$ cat config.mk
export PLATFORM = sky130hd
export DESIGN_NAME = program_runner
export DESIGN_NICKNAME = d
export VERILOG_FILES = /design/src/rtl/wash_pkg.sv /design/src/rtl/next_phase.sv /design/src/rtl/program_runner.sv
export SDC_FILE = /design/constraint.sdc
export NUM_CORES = 1
export LEC_CHECK = 0
export CORE_ASPECT_RATIO = 1.2
export CORE_MARGIN = 2
export CORE_UTILIZATION = 50
export CTS_BUF_LIST = sky130_fd_sc_hd__clkbuf_8 sky130_fd_sc_hd__clkbuf_16
export CTS_CLUSTER_SIZE = 14
export DETAILED_ROUTE_END_ITERATION = 8
export GPL_ROUTABILITY_DRIVEN = 0
export PLACE_DENSITY = 0.73
export SLEW_MARGIN = 20
export SYNTH_ARGS = -nofsm -noshare
export SYNTH_HDL_FRONTEND = slang
export SYNTH_SLANG_ARGS = --single-unit
$ cat constraint.sdc
create_clock -name cp -period 11 [get_ports cp]
set_input_delay 1.65 -clock cp [delete_from_list [all_inputs] [get_ports cp]]
set_output_delay 1.65 -clock cp [all_outputs]
set_load 0.01 [all_outputs]
$ cat src/rtl/wash_pkg.sv
// rtl/wash_pkg.sv - shared field layout, phase codes, FSM encoding and actuator map
//
// Purpose: single source of truth for the 26-bit wash-program word layout.
// Contents:
//   state_t              FSM state encoding
//   PH_*                 phase codes (field index 0..7)
//   F_*_MSB / F_*_LSB    bit offsets of each field, F_*_W widths
//   ACT_*                actuator patterns {fill, drain, slow, fast}
//   field_get/field_dec  read / decrement one field selected by phase code
//   field_sum            sum of all eight fields
//   phase_act            phase code -> actuator pattern
package wash_pkg;

   typedef enum logic [2:0] {
      ST_IDLE  = 3'd0,
      ST_RUN   = 3'd1,
      ST_PAUSE = 3'd2,
      ST_ERROR = 3'd3,
      ST_DONE  = 3'd4
   } state_t;

   localparam int WORD_W   = 26;
   localparam int N_FIELDS = 8;

   localparam logic [2:0] PH_W_FILL  = 3'd0;
   localparam logic [2:0] PH_W_WASH  = 3'd1;
   localparam logic [2:0] PH_R_DRAIN = 3'd2;
   localparam logic [2:0] PH_R_SPIN  = 3'd3;
   localparam logic [2:0] PH_R_FILL  = 3'd4;
   localparam logic [2:0] PH_R_RINSE = 3'd5;
   localparam logic [2:0] PH_D_DRAIN = 3'd6;
   localparam logic [2:0] PH_D_SPIN  = 3'd7;

   localparam int F_W_FILL_MSB  = 25, F_W_FILL_LSB  = 23, F_W_FILL_W  = 3;
   localparam int F_W_WASH_MSB  = 22, F_W_WASH_LSB  = 19, F_W_WASH_W  = 4;
   localparam int F_R_DRAIN_MSB = 18, F_R_DRAIN_LSB = 16, F_R_DRAIN_W = 3;
   localparam int F_R_SPIN_MSB  = 15, F_R_SPIN_LSB  = 13, F_R_SPIN_W  = 3;
   localparam int F_R_FILL_MSB  = 12, F_R_FILL_LSB  = 10, F_R_FILL_W  = 3;
   localparam int F_R_RINSE_MSB = 9,  F_R_RINSE_LSB = 6,  F_R_RINSE_W = 4;
   localparam int F_D_DRAIN_MSB = 5,  F_D_DRAIN_LSB = 3,  F_D_DRAIN_W = 3;
   localparam int F_D_SPIN_MSB  = 2,  F_D_SPIN_LSB  = 0,  F_D_SPIN_W  = 3;

   // Actuator pattern bit order: {fill_valve, drain_valve, motor_slow, motor_fast}
   localparam logic [3:0] ACT_NONE  = 4'b0000;
   localparam logic [3:0] ACT_FILL  = 4'b1000;
   localparam logic [3:0] ACT_DRAIN = 4'b0100;
   localparam logic [3:0] ACT_WASH  = 4'b0010;
   localparam logic [3:0] ACT_SPIN  = 4'b0101;

   // 3-bit fields are returned zero-extended to 4 bits.
   function automatic logic [3:0] field_get(input logic [WORD_W-1:0] w, input logic [2:0] idx);
      case (idx)
         PH_W_FILL:  return {1'b0, w[F_W_FILL_MSB:F_W_FILL_LSB]};
         PH_W_WASH:  return w[F_W_WASH_MSB:F_W_WASH_LSB];
         PH_R_DRAIN: return {1'b0, w[F_R_DRAIN_MSB:F_R_DRAIN_LSB]};
         PH_R_SPIN:  return {1'b0, w[F_R_SPIN_MSB:F_R_SPIN_LSB]};
         PH_R_FILL:  return {1'b0, w[F_R_FILL_MSB:F_R_FILL_LSB]};
         PH_R_RINSE: return w[F_R_RINSE_MSB:F_R_RINSE_LSB];
         PH_D_DRAIN: return {1'b0, w[F_D_DRAIN_MSB:F_D_DRAIN_LSB]};
         default:    return {1'b0, w[F_D_SPIN_MSB:F_D_SPIN_LSB]};
      endcase
   endfunction

   // Caller guarantees the selected field is nonzero.
   function automatic logic [WORD_W-1:0] field_dec(input logic [WORD_W-1:0] w, input logic [2:0] idx);
      logic [WORD_W-1:0] r;
      r = w;
      case (idx)
         PH_W_FILL:  r[F_W_FILL_MSB:F_W_FILL_LSB]   = w[F_W_FILL_MSB:F_W_FILL_LSB] - 3'd1;
         PH_W_WASH:  r[F_W_WASH_MSB:F_W_WASH_LSB]   = w[F_W_WASH_MSB:F_W_WASH_LSB] - 4'd1;
         PH_R_DRAIN: r[F_R_DRAIN_MSB:F_R_DRAIN_LSB] = w[F_R_DRAIN_MSB:F_R_DRAIN_LSB] - 3'd1;
         PH_R_SPIN:  r[F_R_SPIN_MSB:F_R_SPIN_LSB]   = w[F_R_SPIN_MSB:F_R_SPIN_LSB] - 3'd1;
         PH_R_FILL:  r[F_R_FILL_MSB:F_R_FILL_LSB]   = w[F_R_FILL_MSB:F_R_FILL_LSB] - 3'd1;
         PH_R_RINSE: r[F_R_RINSE_MSB:F_R_RINSE_LSB] = w[F_R_RINSE_MSB:F_R_RINSE_LSB] - 4'd1;
         PH_D_DRAIN: r[F_D_DRAIN_MSB:F_D_DRAIN_LSB] = w[F_D_DRAIN_MSB:F_D_DRAIN_LSB] - 3'd1;
         default:    r[F_D_SPIN_MSB:F_D_SPIN_LSB]   = w[F_D_SPIN_MSB:F_D_SPIN_LSB] - 3'd1;
      endcase
      return r;
   endfunction

   function automatic logic [6:0] field_sum(input logic [WORD_W-1:0] w);
      logic [6:0] s;
      s = 7'd0;
      for (int i = 0; i < N_FIELDS; i++)
         s = s + {3'b000, field_get(w, 3'(i))};
      return s;
   endfunction

   function automatic logic [3:0] phase_act(input logic [2:0] ph);
      case (ph)
         PH_W_FILL, PH_R_FILL:   return ACT_FILL;
         PH_W_WASH, PH_R_RINSE:  return ACT_WASH;
         PH_R_DRAIN, PH_D_DRAIN: return ACT_DRAIN;
         default:                return ACT_SPIN;
      endcase
   endfunction

endpackage

$ cat src/rtl/next_phase.sv
// rtl/next_phase.sv - priority search for the next nonzero program field
//
// Purpose: returns the lowest field index >= from_idx whose field is nonzero.
// Ports:
//   word      in  26  program word to search
//   from_idx  in  4   first index considered (8 means "past the end")
//   idx       out 3   lowest matching field index (0 when none)
//   none      out 1   no nonzero field at or above from_idx
module next_phase
   import wash_pkg::*;
(
   input  logic [WORD_W-1:0] word,
   input  logic [3:0]        from_idx,
   output logic [2:0]        idx,
   output logic              none
);

   // Scanning downward lets the lowest qualifying index win.
   always_comb begin
      idx  = 3'd0;
      none = 1'b1;
      for (int i = N_FIELDS - 1; i >= 0; i--) begin
         if (4'(i) >= from_idx && field_get(word, 3'(i)) != 4'd0) begin
            idx  = 3'(i);
            none = 1'b0;
         end
      end
   end

endmodule

$ cat src/rtl/program_runner.sv
// rtl/program_runner.sv - executes a wash-program word phase by phase
//
// Purpose: counts each timed field down on tick, skips empty phases and drives
// the actuators; remaining keeps the program word layout for the display.
// Ports:
//   cp, reset                       clock, synchronous active-high reset
//   start, pause, tick, door_open   control inputs
//   program_word                    26-bit program, sampled on accepted start
//   remaining, phase, total_left    live program state
//   fill_valve, drain_valve,
//   motor_slow, motor_fast          actuator enables (RUN only)
//   busy, paused, error, done       status flags (done is a one-cycle pulse)
module program_runner
   import wash_pkg::*;
(
   input  logic              cp,
   input  logic              reset,
   input  logic              start,
   input  logic              pause,
   input  logic              tick,
   input  logic              door_open,
   input  logic [WORD_W-1:0] program_word,
   output logic [WORD_W-1:0] remaining,
   output logic [2:0]        phase,
   output logic [6:0]        total_left,
   output logic              fill_valve,
   output logic              drain_valve,
   output logic              motor_slow,
   output logic              motor_fast,
   output logic              busy,
   output logic              paused,
   output logic              error,
   output logic              done
);

   state_t            state, state_nx;
   logic [WORD_W-1:0] rem_nx, dec_word, search_word;
   logic [2:0]        phase_nx, np_idx;
   logic [6:0]        total_nx;
   logic [3:0]        cur_field, search_from, act_nx;
   logic              np_none;
   logic              busy_nx, paused_nx, error_nx, done_nx;

   assign cur_field = field_get(remaining, phase);
   assign dec_word  = field_dec(remaining, phase);

   // One search instance serves both load (whole new word from index 0) and
   // advance (decremented word, strictly after the current phase).
   assign search_word = (state == ST_IDLE) ? program_word : dec_word;
   assign search_from = (state == ST_IDLE) ? 4'd0 : ({1'b0, phase} + 4'd1);

   next_phase u_next_phase (
      .word     (search_word),
      .from_idx (search_from),
      .idx      (np_idx),
      .none     (np_none)
   );

   always_ff @(posedge cp) begin
      if (reset) state <= ST_IDLE;
      else       state <= state_nx;
   end

   always_comb begin
      state_nx = state;
      rem_nx   = remaining;
      phase_nx = phase;
      total_nx = total_left;
      case (state)
         ST_IDLE: begin
            if (start && program_word != '0) begin
               state_nx = ST_RUN;
               rem_nx   = program_word;
               total_nx = field_sum(program_word);
               phase_nx = np_idx;
            end
         end
         ST_RUN: begin
            if (door_open)
               state_nx = ST_ERROR;
            else if (pause)
               state_nx = ST_PAUSE;
            else if (tick && cur_field != 4'd0) begin
               rem_nx   = dec_word;
               total_nx = total_left - 7'd1;
               if (cur_field == 4'd1) begin
                  if (np_none) begin
                     state_nx = ST_DONE;
                     rem_nx   = '0;
                     total_nx = 7'd0;
                     phase_nx = 3'd0;
                  end else begin
                     phase_nx = np_idx;
                  end
               end
            end
         end
         ST_PAUSE: begin
            if (door_open)  state_nx = ST_ERROR;
            else if (pause) state_nx = ST_RUN;
         end
         ST_ERROR: begin
            if (pause && !door_open) state_nx = ST_PAUSE;
         end
         default: state_nx = ST_IDLE;
      endcase
   end

   // Outputs are decoded from the next state so the registered copies line up
   // with the state they describe.
   always_comb begin
      act_nx    = (state_nx == ST_RUN) ? phase_act(phase_nx) : ACT_NONE;
      busy_nx   = (state_nx == ST_RUN) || (state_nx == ST_PAUSE) || (state_nx == ST_ERROR);
      paused_nx = (state_nx == ST_PAUSE);
      error_nx  = (state_nx == ST_ERROR);
      done_nx   = (state_nx == ST_DONE);
   end

   always_ff @(posedge cp) begin
      if (reset) begin
         remaining   <= '0;
         phase       <= 3'd0;
         total_left  <= 7'd0;
         fill_valve  <= 1'b0;
         drain_valve <= 1'b0;
         motor_slow  <= 1'b0;
         motor_fast  <= 1'b0;
         busy        <= 1'b0;
         paused      <= 1'b0;
         error       <= 1'b0;
         done        <= 1'b0;
      end else begin
         remaining   <= rem_nx;
         phase       <= phase_nx;
         total_left  <= total_nx;
         {fill_valve, drain_valve, motor_slow, motor_fast} <= act_nx;
         busy        <= busy_nx;
         paused      <= paused_nx;
         error       <= error_nx;
         done        <= done_nx;
      end
   end

endmodule

==> results of run 1 <==
==> cell families (layout without fill, tap and decap cells) <==
group | after synthesis | count (layout)
compound gates | 121 | 121
xor+xnor | 14 | 14
mux | 2 | 2
flops | 47 | 47
fa+ha+maj | 51 | 51
buf+inv | 87 | 148
simple gates | 156 | 156
==> power groups by stage <==
stage          logic [mW]  registers (mW)  clock network [mW]
3_3_place_gp        0.405           0.234                   0
6_report            0.419           0.232               0.118
2_1_floorplan       0.270           0.238                   0
5_1_grt             0.467           0.236               0.127
3_5_place_dp        0.417           0.235                   0
4_1_cts             0.420           0.231               0.120
==> cell usage after synthesis (4+ instances only) <==
cell type | instances | share of area [%]
a211oi_1 | 23 | 4.2
a21o_1 | 4 | 0.73
a21oi_1 | 20 | 2.4
a221oi_1 | 4 | 0.85
a221oi_2 | 22 | 8.0
a31oi_1 | 6 | 0.91
and2_1 | 5 | 0.76
buf_2 | 8 | 0.98
clkbuf_1 | 9 | 0.82
dfxtp_1 | 47 | 23
fa_1 | 19 | 9.3
ha_1 | 32 | 9.8
inv_1 | 61 | 5.6
nand2_1 | 22 | 2.0
nand2b_1 | 7 | 1.1
nand3_1 | 15 | 1.8
nor2_1 | 39 | 3.6
nor3_1 | 30 | 3.7
nor4_1 | 5 | 0.76
o211ai_1 | 4 | 0.73
o21a_1 | 4 | 0.73
o21ai_0 | 14 | 1.7
or3_1 | 5 | 0.76
xnor2_1 | 8 | 1.7
xor2_1 | 6 | 1.3
==> final cells by class <==
cell class | count | area share [%]
flip-flops and latches | 47 | 18.9
well taps | 95 | 2.39
clock inverters | 3 | 0.528
repair buffers | 78 | 15.5
multi-input cells | 344 | 56.6
clock buffers | 5 | 1.38
inverters | 62 | 4.68
==> how the worst min path moves through the flow <==
| stage | cells after the start | to | startpoint | slack, ps |
|---|---|---|---|---|
| 3_5_place_dp | 2 | total_left[1]$_SDFFE_PP0P_ | total_left[1]$_SDFFE_PP0P_ | 510 |
| 4_1_cts | 2 | total_left[1]$_SDFFE_PP0P_ | total_left[1]$_SDFFE_PP0P_ | 520 |
| 2_1_floorplan | 2 | total_left[1]$_SDFFE_PP0P_ | total_left[1]$_SDFFE_PP0P_ | 510 |
| 3_3_place_gp | 2 | remaining[10]$_SDFFE_PP0P_ | remaining[10]$_SDFFE_PP0P_ | 500 |
| 6_report | 2 | remaining[16]$_SDFFE_PP0P_ | remaining[16]$_SDFFE_PP0P_ | 520 |
| 5_1_grt | 2 | remaining[23]$_SDFFE_PP0P_ | remaining[23]$_SDFFE_PP0P_ | 560 |
==> per-layer routing <==
layer | track usage (%) | vias up | part of all wire (%) | routed length, um
met4 | 11.8 | 0 | 3.9 | 457
met5 | 0 | - | 0 | 0
met3 | 3.10 | 36 | 6.6 | 780
li1 | - | 1846 | - | -
met1 | 35.7 | 1852 | 41 | 4890
met2 | 46.2 | 182 | 48 | 5700
==> worst max-delay path, cell delays in order <==
cell and delay [ps]:
clkdlybuf4s50_1 550, fa_1 610, fa_1 450, fa_1 540, fa_1 570, ha_1 180
inv_1 60, fa_1 390, inv_1 70, a21oi_1 60, nor2_1 80, o21ai_0 70
nor2_1 140, a21oi_1 50, a31oi_1 170
==> sequential cells by signal (all words and copies together), names as in the netlist <==
signal,cells
error,1
total_left,7
paused,1
drain_valve,1
motor_slow,1
remaining,26
done,1
busy,1
fill_valve,1
motor_fast,1
state,3
phase,3
==> impl_metrics.yaml, run 1 <==
run_status:
  status: "completed"
yosys:
  syn_area_per_cell_um2: 8.59
  yosysWarnings: 0
  synthMuxAreaShare_pct: 0.518
  synth_ff_type: "dfxtp_1"
  synth_xor_xnor_area_share_pct: 2.99
  synth_area_um2: 4110
  synth_simple_gate_area_share_pct: 20.8
  synth_enable_flop_cells: 0
  ys_ff_latch: 47
  yosys.area_share.adder_pct: 19.0
  ys_types: 67
  syn_nets: 561
  ys_async_sr_fraction_pct: 0
  synth-compound-area-share_pct: 24.9
  netlist_instances: 478
  ys_seq_area_share_pct: 22.9
  synth_top_family_by_area: "compound AO/OA/AOI/OAI gates"
power:
  leakagePower_nw: 1.98
  netSwitchingPower_mw: 0.338
  p_sw_share_pct: 44.0
  ir_drop_uv: 96.1
  finalPower_mw: 0.769
  p_comb_share_pct: 54.5
  p_clk_share_pct: 15.4
  sequentialPowerShare_pct: 30.2
  cellPowerDensity_nw_per_um2: 155
  p_int_mw: 0.431
floorplanning:
  die_w_um: 86.7
  die_h_um: 103
  design.die.area_um2: 8950
  std_cell_rows: 36
  start_util_pct: 50.9
  io_pins: 76
  core_um2: 8060
finish:
  final_common_cell: "clkdlybuf4s50_1"
  n_antenna_cell: 0
  ff_latch_area_um2: 941
  final_nets: 621
  drive_gt1_share_pct: 8.91
  instances_no_fill: 634
  finalInstanceArea_um2: 4980
  fill_cells: 719
  layout_common_cells: "clkdlybuf4s50_1, inv_1, dfxtp_1"
  area_growth_pct: 21.2
  multiInputGateArea_um2: 2820
  utilization_pct: 61.7
worst_setup_path:
  critPathMaxFanout: 4
  crit_required_ps: 11250
  endpoint: "total_left[6]$_SDFFE_PP0P_"
  critPathKind: "in -> reg"
  rrSetupSlack_ps: 7010
  setup.worst_path.start: "program_word[12]"
  setup.worst_path.end_class: "flip-flop"
  worstSetupStartpointType: "input pin"
  r2r-start: "phase[1]$_SDFF_PP0_"
  reg2reg_depth: 11
  crit_arrival_ps: 5630
  regToRegEndpoint: "remaining[22]$_SDFFE_PP0P_"
clock_tree:
  cts_tree: "yes"
  clock_sinks: 47
  post-cts-setup-buffers: 0
  htreeDepth: 2
  cts_buffer_depth: 2
  postCtsHoldBufs: 0
  cts_buffers: 5
  cts-root-buf: "clkbuf_8"
  clk_pin_slew_ps: 110
  insertion_delay_ps: 320
  post_cts_resized: 0
flow_run:
  cap_violations: 0
routing:
  post_drt_wl_per_cell_um: 18.7
  drt_iter0_markers: 303
  ant_nets: 0
  totalWireLength_um: 11800
  drc_errors: 0
  num_vias: 3916
  via_per_inst: 6.18
  dr.pass1.iters: 5
place:
  dp.cells: 626
  hpwl_um: 8980
  port_buffers: 75
  dp_slack_ps: 5310
  dpl_cell_area_um2: 4880
grt:
  grt_pass1_wl_um: 19100
  grt.overflow.total: 0
  grt_pass1_vias: 3756
  grt_max_degree: 44
  antenna_found_initial: 0
  grtUsageTotal_pct: 27.4
sta:
  hold_viol: 0
  min_period_ps: 5380
  timing.fmax_ghz: 0.186
  setup_violations: 0
  slew_headroom_pct: 28.2
  rsz0062_at_grt: "false"
  holdWs_ps: 522
  clock_skew_ps: 10.6
  worstMarginPinSlew_ps: 1070
  tns_ps: 0
  drv_slew: 0
  setup_ws_ps: 5620
  post-route-period-util_pct: 48.9
worst_hold_path:
  hold_class: "reg -> reg"
Note: power is estimated with default switching activity, not from simulation.
==> inputs of run 2 (changes only) <==
Settings changed: CORE_UTILIZATION 50 to 48.
Clock period 11 ns to 4.75 ns, I/O delays scaled along.
==> run 2 against run 1 <==
Net effect: sequential share of layout area shrank 0.51 points; sequential power increased by 130%; total power grew 150%; die area rose by 4.0%; critical path depth did not move; first-iteration DRC count increased by 26%; critical path type unchanged; clock-buffer cell count is the same.
==> impl_metrics.yaml, run 2 (synthesis results as in run 1) <==
finish:
  drive_gt1_share_pct: 10.2
  final_common_cell: "clkdlybuf4s50_1"
  largest_register: "remaining"
  n_antenna_cell: 0
  final_nets: 629
  reg_top3: "remaining (26), total_left (7)"
  fill_cells: 753
  layout_common_cells: "clkdlybuf4s50_1, inv_1, dfxtp_1"
  largest_reg_flops: 26
  area_growth_pct: 24.6
  finalInstanceArea_um2: 5110
sta:
  clock_skew_ps: 11.3
  drv_slew: 0
  rsz0062_at_grt: "false"
  slew_headroom_pct: 40.2
  setup_ws_ps: 285
  hold_viol: 0
  min_period_ps: 4470
  tns_ps: 0
  timing.fmax_ghz: 0.224
  worstMarginPinSlew_ps: 893
  post-route-period-util_pct: 94.0
  setup_violations: 0
grt:
  grt_pass1_wl_um: 19000
  antenna_found_initial: 0
  grtUsageTotal_pct: 26.0
  grt_max_degree: 44
  grt.overflow.total: 0
  grt_pass1_vias: 3760
floorplanning:
  design.die.area_um2: 9310
  die_w_um: 88.4
  die_h_um: 105
  io_pins: 76
  core_um2: 8200
  start_util_pct: 50.1
  std_cell_rows: 36
worst_setup_path:
  r2r-start: "phase[1]$_SDFF_PP0_"
  regToRegEndpoint: "remaining[20]$_SDFFE_PP0P_"
  crit_chain: "clkdlybuf4s50_1, fa_1, fa_1, fa_1, fa_1, ha_1, inv_1, fa_1, inv_1, a21oi_1, nor2_1, o21ai_0, nor2_1, a21oi_1, a31oi_1"
  rrSetupSlack_ps: 680
  cp_top_family: "adder cells"
  crit_slowest_cell: "clkdlybuf4s50_1"
  worstSetupStartpointType: "input pin"
  crit_required_ps: 4980
  reg2reg_depth: 11
  max_stage_delay_ps: 590
  critPathKind: "in -> reg"
  crit_arrival_ps: 4700
  setup.worst_path.end_class: "flip-flop"
  crit_buf_inv: 3
  critPathMaxFanout: 3
  cp_common_cell: "fa_1"
clock_tree:
  htreeDepth: 2
  cts_buffer_depth: 2
  postCtsHoldBufs: 0
  clock_sinks: 47
  post_cts_resized: 0
  insertion_delay_ps: 310
  cts_buffers: 5
  clk_pin_slew_ps: 100
  post-cts-setup-buffers: 0
  cts_tree: "yes"
  cts-root-buf: "clkbuf_8"
power:
  p_int_mw: 1.12
  p_sw_share_pct: 40.8
  cellPowerDensity_nw_per_um2: 369
  leakagePower_nw: 2.04
  sequentialPowerShare_pct: 28.3
  p_clk_share_pct: 19.1
  ir_drop_uv: 225
  p_comb_share_pct: 52.6
  netSwitchingPower_mw: 0.770
worst_hold_path:
  worstHoldEndpoint: "remaining[16]$_SDFFE_PP0P_"
  hp-start: "remaining[16]$_SDFFE_PP0P_"
  whs_path_depth: 2
  hold_class: "reg -> reg"
place:
  dpl_cell_area_um2: 4980
  port_buffers: 75
  dp_slack_ps: 3.25
  hpwl_um: 8950
routing:
  wl_met3_um: 910
  dr.pass1.iters: 5
  ant_nets: 0
  post_drt_wl_per_cell_um: 17.9
  via_per_inst: 5.92
  dr_wl_met2_um: 5740
  totalWireLength_um: 11800
  num_vias: 3912
  top_layer: "met4"
  drt_iter0_markers: 383
  m1WireLength_um: 4810
  drc_errors: 0
flow_run:
  cap_violations: 0
run_status:
  status: "completed"
[run 2: cell types whose count changed in the layout (fill, tap and decap cells not counted)]
cell and change:
inv_6 -2, clkinv_4 -1, buf_12 +1, bufinv_16 +2, clkinvlp_4 +1, buf_4 +7
[run 2: worst max path at each step]
stage	startpoint	endpoint	slack (ps)	cells after the start
2_1_floorplan	program_word[2]	total_left[6]$_SDFFE_PP0P_	780	14
3_3_place_gp	program_word[5]	total_left[6]$_SDFFE_PP0P_	70	15
3_5_place_dp	program_word[5]	total_left[6]$_SDFFE_PP0P_	3	15
4_1_cts	program_word[8]	total_left[6]$_SDFFE_PP0P_	310	15
5_1_grt	program_word[5]	total_left[6]$_SDFFE_PP0P_	60	15
6_report	program_word[5]	total_left[6]$_SDFFE_PP0P_	280	15
[run 2: power by group through the flow]
stage,Sequential [mW],Clock (mW),Combinational [mW]
CTS,0.533,0.369,0.989
detailed placement,0.541,0,0.980
global placement,0.541,0,0.957
global route,0.545,0.381,1.10
finish,0.534,0.360,0.992
floorplan,0.550,0,0.625
[run 2: cell type report]
type                            instances  area, um2  share of cell area (%)
Inverter                               62        233                    4.55
Tap cell                              114        143                    2.79
Multi-Input combinational cell        344       2820                    55.1
Timing Repair Buffer                   86        846                    16.5
Sequential cell                        47        941                    18.4
Clock buffer                            5       68.8                    1.35
Clock inverter                          3       67.6                    1.32
[run 2: layer usage]
metal | track usage, % | up-vias
li1 | - | 1851
met1 | 35.0 | 1831
met2 | 42.6 | 205
met3 | 3.60 | 25
met4 | 8.44 | 0
met5 | 0 | -
[run 2: worst register-to-register path, delay by kind of cell (launching register included)]
kind / cells / cell delay [ps]
AOI/OAI and AO/OA: 5 / 1510
and+or+nand+nor: 2 / 620
adders and majority gates: 2 / 800
buffers and inverters: 2 / 400
DFF: 1 / 580
[run 2: through the flow]
stage               hold slack [ps]  instances  utilization [%]  power (mW)
floorplan                       515        478                -        1.17
global placement                501        653             60.7        1.50
detailed placement              505        653             60.7        1.52
CTS                             522        661             62.4        1.89
global route                    542        661             62.4        2.03
finish                          514        661             62.4        1.89
==> inputs of run 3 (changes only) <==
Settings changed: CTS_CLUSTER_DIAMETER set to 150, REMOVE_ABC_BUFFERS set to 1.
==> run 3 against run 2 <==
Net effect: worst hold slack got worse by 4.0 ps; die area unchanged; wire length increased by 2.3%; via count increased by 1.9%; cell area increased by 0.64%; sequential power about the same; critical path type unchanged; critical endpoint unchanged; largest cell class unchanged; largest power group unchanged; highest routed layer unchanged.
==> impl_metrics.yaml, run 3 (synthesis results as in run 1) <==
place:
  hpwl_um: 9490
  port_buffers: 75
  dp_slack_ps: 53.9
  dpl_cell_area_um2: 5010
  dp.cells: 659
grt:
  grt.overflow.total: 0
  antenna_found_initial: 0
  grtUsageTotal_pct: 26.6
  grt_pass1_vias: 3916
  grt_max_degree: 36
  grt_pass1_wl_um: 19500
sta:
  min_period_ps: 4430
  holdWs_ps: 510
  drv_slew: 0
  rsz0062_at_grt: "false"
  slew_headroom_pct: 38.0
  setup_violations: 0
  timing.fmax_ghz: 0.226
  worstMarginPinSlew_ps: 927
  hold_viol: 0
  post-route-period-util_pct: 93.2
  setup_ws_ps: 323
  clock_skew_ps: 7.09
worst_hold_path:
  hold_class: "reg -> reg"
  hp-start: "total_left[1]$_SDFFE_PP0P_"
  whs_path_depth: 2
  worstHoldEndpoint: "total_left[1]$_SDFFE_PP0P_"
clock_tree:
  clk_pin_slew_ps: 100
  cts_buffers: 5
  post_cts_resized: 0
  insertion_delay_ps: 310
  cts-root-buf: "clkbuf_8"
  post-cts-setup-buffers: 0
  postCtsHoldBufs: 0
  cts_buffer_depth: 2
  cts_tree: "yes"
  htreeDepth: 2
  clock_sinks: 47
worst_setup_path:
  crit_required_ps: 4990
  regToRegEndpoint: "remaining[24]$_SDFFE_PP0P_"
  critPathKind: "in -> reg"
  setup.worst_path.end_class: "flip-flop"
  critPathMaxFanout: 2
  rrSetupSlack_ps: 810
  r2r-start: "phase[0]$_SDFF_PP0_"
  crit_arrival_ps: 4670
  worstSetupStartpointType: "input pin"
  reg2reg_depth: 12
flow_run:
  cap_violations: 0
run_status:
  status: "completed"
floorplanning:
  die_h_um: 105
  io_pins: 76
  std_cell_rows: 36
  die_w_um: 88.4
  start_util_pct: 50.1
  core_um2: 8200
  design.die.area_um2: 9310
routing:
  dr.pass1.iters: 6
  num_vias: 3985
  totalWireLength_um: 12100
  via_per_inst: 5.97
  drc_errors: 0
  ant_nets: 0
  post_drt_wl_per_cell_um: 18.1
  drt_iter0_markers: 304
finish:
  finalInstanceArea_um2: 5150
  n_antenna_cell: 0
  largest_register: "remaining"
  area_growth_pct: 25.4
  drive_gt1_share_pct: 11.2
  final_nets: 635
  fill_cells: 721
  layout_common_cells: "clkdlybuf4s50_1, inv_1, dfxtp_1"
  largest_reg_flops: 26
  utilization_pct: 62.8
  instances_no_fill: 667
  reg_top3: "remaining (26), total_left (7)"
  final_common_cell: "clkdlybuf4s50_1"
power:
  leakagePower_nw: 2.07
  ir_drop_uv: 222
  cellPowerDensity_nw_per_um2: 363
run 3: cell count changes in the layout (fill, tap and decap cells not counted):
cell and change:
buf_12 -1, buf_4 +7
run 3: how the worst max path moves through the flow:
stage	from	to	slack, ps	cells after the start
after floorplan	phase[2]$_SDFF_PP0_	total_left[2]$_SDFFE_PP0P_	-140	9
after global placement	program_word[11]	total_left[6]$_SDFFE_PP0P_	130	19
after detailed placement	program_word[5]	total_left[6]$_SDFFE_PP0P_	50	15
after CTS	program_word[5]	total_left[6]$_SDFFE_PP0P_	330	15
after global routing	program_word[2]	total_left[6]$_SDFFE_PP0P_	160	15
final	program_word[8]	total_left[6]$_SDFFE_PP0P_	320	15
run 3: final cells by class:
cell class	count	area (um2)	area share (%)
well taps	114	143	2.77
multi-input cells	344	2820	54.7
repair buffers	92	878	17.1
clock buffers	5	68.8	1.34
inverters	62	233	4.52
clock inverters	3	67.6	1.31
flip-flops and latches	47	941	18.3
run 3: power breakdown:
group	internal (mW)	switching [mW]
clock network	0.210	0.151
logic	0.440	0.535
registers	0.456	0.0772
total	1.11	0.763
run 3: worst max-delay path, cell delays in order:
cell and delay (ps):
clkdlybuf4s50_1 570, fa_1 480, fa_1 540, fa_1 520
fa_1 570, ha_1 170, inv_1 50, fa_1 390
inv_1 70, a21oi_1 60, nor2_1 80, o21ai_0 70
nor2_1 120, a21oi_1 60, a31oi_1 190
run 3: through the flow:
stage	TNS [ps]	total power, mW
after global placement	0	1.48
after detailed placement	0	1.51
after global routing	0	2.00
after CTS	0	1.87
final	0	1.87
after floorplan	-1410	1.16
run 3: layer usage:
layer	GRT usage, %	vias up	wire, um
met3	3.84	37	691
met2	43.3	175	5860
met5	0	-	0
met1	34.3	1903	5030
li1	-	1870	-
met4	11.9	0	521
